**config.mk**
```make
export PLATFORM = sky130hd
export DESIGN_NAME = trace_filter_ctrl
export DESIGN_NICKNAME = d
export VERILOG_FILES = /design/src/rtl/trace_filter_ctrl.sv
export SDC_FILE = /design/constraint.sdc
export NUM_CORES = 1
export LEC_CHECK = 0
export BUFFER_PORTS_ARGS = -buffer_cell sky130_fd_sc_hd__buf_2
export CORE_MARGIN = 1.5
export CORE_UTILIZATION = 30
export DETAILED_ROUTE_END_ITERATION = 16
export GPL_TIMING_DRIVEN = 0
export HOLD_SLACK_MARGIN = 0.05
export PLACE_DENSITY = 0.54
export SKIP_CTS_REPAIR_TIMING = 1
export SYNTH_ARGS = -nofsm -noshare
export SYNTH_HDL_FRONTEND = slang
export SYNTH_SLANG_ARGS = --single-unit
```
**constraint.sdc**
```tcl
create_clock -name clk -period 2.67 [get_ports clk]
set_clock_uncertainty 0.05 [all_clocks]
set_input_delay 0.267 -clock clk [delete_from_list [all_inputs] [get_ports clk]]
set_output_delay 0.267 -clock clk [all_outputs]
set_load 0.02 [all_outputs]
```
**src/rtl/trace_filter_ctrl.sv**
```systemverilog
// Trace capture controller: filters instruction-trace beats into a small FIFO
// under a start/stop/drain/halt state machine, with saturating event counters.
module trace_filter_ctrl #(
    parameter int FIFO_DEPTH       = 4,
    parameter bit HALT_ON_OVERFLOW = 1'b0
) (
    input  logic        clk,
    input  logic        rst_n,
    input  logic        start,
    input  logic        stop,
    input  logic        clr,
    input  logic        bypass,
    input  logic        tr_valid,
    input  logic [63:0] tr_pc,
    input  logic [31:0] tr_instr,
    input  logic        drop_instr,
    output logic        out_valid,
    input  logic        out_ready,
    output logic [63:0] out_pc,
    output logic [31:0] out_instr,
    output logic [4:0]  fifo_count,
    output logic [1:0]  state,
    output logic [31:0] kept_cnt,
    output logic [31:0] dropped_cnt,
    output logic [31:0] overflow_cnt
);

    localparam int AW = (FIFO_DEPTH > 1) ? $clog2(FIFO_DEPTH) : 1;

    typedef enum logic [1:0] {
        ST_IDLE  = 2'd0,
        ST_RUN   = 2'd1,
        ST_DRAIN = 2'd2,
        ST_HALT  = 2'd3
    } state_e;

    state_e          state_q, state_d;
    logic [AW-1:0]   wr_ptr_q, wr_ptr_d;
    logic [AW-1:0]   rd_ptr_q, rd_ptr_d;
    logic [4:0]      count_q, count_d;
    logic [63:0]     pc_mem_q    [FIFO_DEPTH];
    logic [63:0]     pc_mem_d    [FIFO_DEPTH];
    logic [31:0]     instr_mem_q [FIFO_DEPTH];
    logic [31:0]     instr_mem_d [FIFO_DEPTH];
    logic [31:0]     kept_q, kept_d;
    logic [31:0]     dropped_q, dropped_d;
    logic [31:0]     ovf_q, ovf_d;

    logic            pop_s, cand_s, drop_s, push_s, ovf_s;

    function automatic logic [31:0] sat_inc(input logic [31:0] v);
        return (v == 32'hFFFF_FFFF) ? v : v + 32'd1;
    endfunction

    // Per-cycle capture decisions; a full FIFO still accepts when the head leaves this cycle.
    always_comb begin
        pop_s  = (count_q != 5'd0) && out_ready;
        cand_s = (state_q == ST_RUN) && tr_valid && (bypass || !drop_instr);
        drop_s = (state_q == ST_RUN) && tr_valid && !bypass && drop_instr;
        push_s = cand_s && ((count_q < 5'(FIFO_DEPTH)) || pop_s);
        ovf_s  = cand_s && !push_s;
    end

    // Next-state logic; clr overrides every transition.
    always_comb begin
        state_d = state_q;
        if (clr) begin
            state_d = ST_IDLE;
        end else begin
            case (state_q)
                ST_IDLE: begin
                    if (start && !stop) state_d = ST_RUN;
                    else                state_d = ST_IDLE;
                end
                ST_RUN: begin
                    if (ovf_s && HALT_ON_OVERFLOW) state_d = ST_HALT;
                    else if (stop)                 state_d = ST_DRAIN;
                    else                           state_d = ST_RUN;
                end
                ST_DRAIN: begin
                    if (count_q == 5'd0) state_d = ST_IDLE;
                    else                 state_d = ST_DRAIN;
                end
                ST_HALT:  state_d = ST_HALT;
                default:  state_d = ST_IDLE;
            endcase
        end
    end

    // FIFO storage, pointers, occupancy and event counters.
    always_comb begin
        wr_ptr_d    = wr_ptr_q;
        rd_ptr_d    = rd_ptr_q;
        count_d     = count_q;
        pc_mem_d    = pc_mem_q;
        instr_mem_d = instr_mem_q;
        kept_d      = kept_q;
        dropped_d   = dropped_q;
        ovf_d       = ovf_q;
        if (clr) begin
            wr_ptr_d  = '0;
            rd_ptr_d  = '0;
            count_d   = 5'd0;
            kept_d    = 32'd0;
            dropped_d = 32'd0;
            ovf_d     = 32'd0;
        end else begin
            if (push_s) begin
                pc_mem_d[wr_ptr_q]    = tr_pc;
                instr_mem_d[wr_ptr_q] = tr_instr;
                wr_ptr_d              = wr_ptr_q + AW'(1'b1);
                kept_d                = sat_inc(kept_q);
            end else begin
                wr_ptr_d = wr_ptr_q;
            end
            if (pop_s) begin
                rd_ptr_d = rd_ptr_q + AW'(1'b1);
            end else begin
                rd_ptr_d = rd_ptr_q;
            end
            case ({push_s, pop_s})
                2'b10:   count_d = count_q + 5'd1;
                2'b01:   count_d = count_q - 5'd1;
                default: count_d = count_q;
            endcase
            if (drop_s) dropped_d = sat_inc(dropped_q);
            else        dropped_d = dropped_q;
            if (ovf_s)  ovf_d = sat_inc(ovf_q);
            else        ovf_d = ovf_q;
        end
    end

    // State register with synchronous active-low reset.
    always_ff @(posedge clk) begin
        if (!rst_n) begin
            state_q   <= ST_IDLE;
            wr_ptr_q  <= '0;
            rd_ptr_q  <= '0;
            count_q   <= 5'd0;
            kept_q    <= 32'd0;
            dropped_q <= 32'd0;
            ovf_q     <= 32'd0;
            for (int i = 0; i < FIFO_DEPTH; i++) begin
                pc_mem_q[i]    <= 64'd0;
                instr_mem_q[i] <= 32'd0;
            end
        end else begin
            state_q     <= state_d;
            wr_ptr_q    <= wr_ptr_d;
            rd_ptr_q    <= rd_ptr_d;
            count_q     <= count_d;
            kept_q      <= kept_d;
            dropped_q   <= dropped_d;
            ovf_q       <= ovf_d;
            pc_mem_q    <= pc_mem_d;
            instr_mem_q <= instr_mem_d;
        end
    end

    assign out_valid    = (count_q != 5'd0);
    assign out_pc       = out_valid ? pc_mem_q[rd_ptr_q] : 64'd0;
    assign out_instr    = out_valid ? instr_mem_q[rd_ptr_q] : 32'd0;
    assign fifo_count   = count_q;
    assign state        = state_q;
    assign kept_cnt     = kept_q;
    assign dropped_cnt  = dropped_q;
    assign overflow_cnt = ovf_q;

endmodule

```
==> out/metrics.csv <==
metric;value;unit
synth_fp_nets;2692;
cp.arrival;2.39;ns
antenna_left;0;
synthCells;2576;
grt_pass1_vias;19000;
finalHoldViolations;0;
die_w;277;um
coreArea;74400;um2
period_minus_slack;2.71;ns
ys_warn_count;0;
synth_area;22600;um2
grt_overflow_total;0;
die_y;277;um
avgSynthCellArea;8.77;um2
ir_drop;458;uV
power_frac_comb;0.042;
fin_ws;-0.0388;ns
setup_viol;15;
routedWlPerCell;18.9;um
drt_iter0_drc;1010;
min_from;out_ready;
cts_tree;yes;
drtPass1Iterations;5;
areaGrowthSynthToFinish;26.2;%
hold_slack;0.220;ns
die_area;76900;um2
p_seq_frac;0.467;
cp_cell_sequence;buf_2, mux4_2, and2_1, buf_2;
max_slew_margin;0.459;
criticalPathCategory;reg -> out;
avgViaCountPerCell;4.96;
swShare;0.235;
holdPathStages;4;
ff2ff_path_depth;7;
critPathMostFrequentCell;buf_2;
final_net_count;3166;
internal_power;0.0120;W
cts_buffers;56;
worstReg2RegEnd;overflow_cnt[0];
p_switching;0.00370;W
regToRegSetupSlack;0.12;ns
start_util;0.303;
drcViolationCount;0;
synth_edf_count;0;
layout_common_cells;nand2_1 (822), dfxtp_1 (490), buf_2 (333), a21boi_0 (304), clkbuf_1 (119);
ys_seq_area_frac;0.435;
grt_max_degree;17;
power_density;552;nW/um2
pre_cts_ws;-0.731;ns
grt.total_usage;0.193;
path_delay_family;buffers and inverters;
maxCapViolations;0;
grt_pass1_wl;116;mm
portBuffers;301;
h-tree-depth;2;
hold_class;in -> reg;
routed_wl;76.8;mm
gp_congestion;0.838;
critPathMaxStageDelay;0.54;ns
synth_top_flop_cell;dfxtp_1;
status;finished, violations left;
finalSetupTns;-0.259;ns
antenna_found_initial;10;
synth_cell_types;58;
clock_sinks;491;
min_period_over_period;1.01;
yosysTopAreaCell;dfxtp_1;
slew_violations;0;
crit_buf_inv;2;
slowest_stage;mux4_2;
rsz0062_at_grt;yes;
async_flop_share;0;
synth_top_area_share;0.435;
ys_top_cells_by_area;dfxtp_1 (44%), nand2_1 (14%), a21boi_0 (10%);
worstSetupEndpointType;primary output;
routed-via-count;20200;
crit_required;2.35;ns
critPathMaxFanout;10;
mostFrequentLayoutCell;nand2_1;
clk_pin_slew;0.06;ns
cp-start-kind;flip-flop;
dpl.hpwl;53.2;mm
cts.path.max_buffers;3;
fillers;7635;
p_leak;10.1;nW
p_clk_frac;0.491;
drive_gt1_frac;0.198;
clk_latency;0.61;ns
ys_ff_latch;491;
worst_pin_slew;0.811;ns
rows;100;
ios;305;
r2r_start;overflow_cnt[6];
whs_endpoint;rd_ptr_q[1];
violations;negative setup slack;
cts_root_buf;clkbuf_16;
max_freq;0.369;GHz
-- how the worst max path moves through the flow --
| stage | to | start | cells past startpoint | slack, ns |
|---|---|---|---|---|
| floorplan | kept_cnt[27] | kept_cnt[8] | 7 | 0.37 |
| global placement | out_instr[13] | fifo_count[2] | 6 | -0.79 |
| detailed placement | out_instr[13] | fifo_count[2] | 6 | -0.73 |
| CTS | out_instr[13] | fifo_count[2] | 6 | -1.46 |
| global route | out_pc[15] | rd_ptr_q[1] | 4 | -0.15 |
| finish | out_pc[48] | rd_ptr_q[1] | 4 | -0.04 |
-- state kept, by name, summed over array words and instances (netlist names) --
register	flops
state	2
dropped_cnt	32
overflow_cnt	32
pc_mem_q	256
rd_ptr_q	2
wr_ptr_q	2
fifo_count	5
instr_mem_q	128
kept_cnt	32
-- final cells by class --
| cell class | count | area (um2) | area share |
|---|---|---|---|
| multi-input combinational | 1881 | 12000 | 0.420 |
| sequential | 491 | 9830 | 0.345 |
| timing repair buffer | 417 | 2620 | 0.0920 |
| clock buffer | 86 | 1660 | 0.0584 |
| tap | 969 | 1210 | 0.0425 |
| buffer | 191 | 958 | 0.0336 |
| clock inverter | 18 | 180 | 0.00632 |
| inverter | 12 | 45.0 | 0.00158 |
| antenna | 1 | 2.50 | 0.0000878 |
-- synth_stat cells, drive strengths merged, types with 5 or more instances --
library cell	instances
o21ai	45
nor2	36
or3	43
inv	12
mux4	96
dfxtp	491
nand4	35
nand3b	5
o211ai	6
clkbuf	145
ha	10
buf	47
nand2b	9
o31ai	25
nand2	822
or4	28
nand3	47
and3	13
a21boi	384
xor2	13
nor4	17
and2	99
nor3	12
a21oi	68
mux2i	11
xnor2	10
and4	14
-- power groups by stage --
stage,clock (W),sequential [W],combinational [W]
detailed placement,0,0.00751,0.000535
finish,0.00772,0.00734,0.000659
floorplan,0,0.00750,0.000228
global route,0.00820,0.00734,0.000708
global placement,0,0.00751,0.000534
CTS,0.00793,0.00734,0.000537
-- per-layer routing --
metal	global-route usage	up-vias	wire length [um]
li1	-	9861	-
met1	0.257	9708	35300
met2	0.316	450	35700
met3	0.0395	120	3840
met4	0.0521	18	1860
met5	0	-	124
-- kinds of logic (layout without fill, tap and decap cells) --
kind of cell,after synthesis,after routing,share of synthesized area
AO/OA/AOI/OAI,550,550,0.172
XOR/XNOR,23,23,0.00892
adder cells (fa/ha/maj),11,11,0.00643
buffers and inverters,204,724,0.0373
flip-flops,491,491,0.435
multiplexers,107,107,0.101
other,0,1,0
AND/OR/NAND/NOR,1190,1190,0.239
-- worst min-delay path: stages --
cell	delay, ns
clkbuf_1	0.25
nand3_1	0.19
xor2_1	0.06
nor2_1	0.08
-- stage by stage --
| step | util | cells | power [W] | area [um2] |
|---|---|---|---|---|
| detailed placement | 0.340 | 3846 | 0.00804 | 25300 |
| floorplan | - | 2576 | 0.00773 | 22600 |
| global placement | 0.340 | 3846 | 0.00804 | 25300 |
| finish | 0.383 | 4066 | 0.0157 | 28500 |
| CTS | 0.365 | 3950 | 0.0158 | 27100 |
| global route | 0.383 | 4066 | 0.0162 | 28500 |
Note: power is estimated with default switching activity, not from simulation.
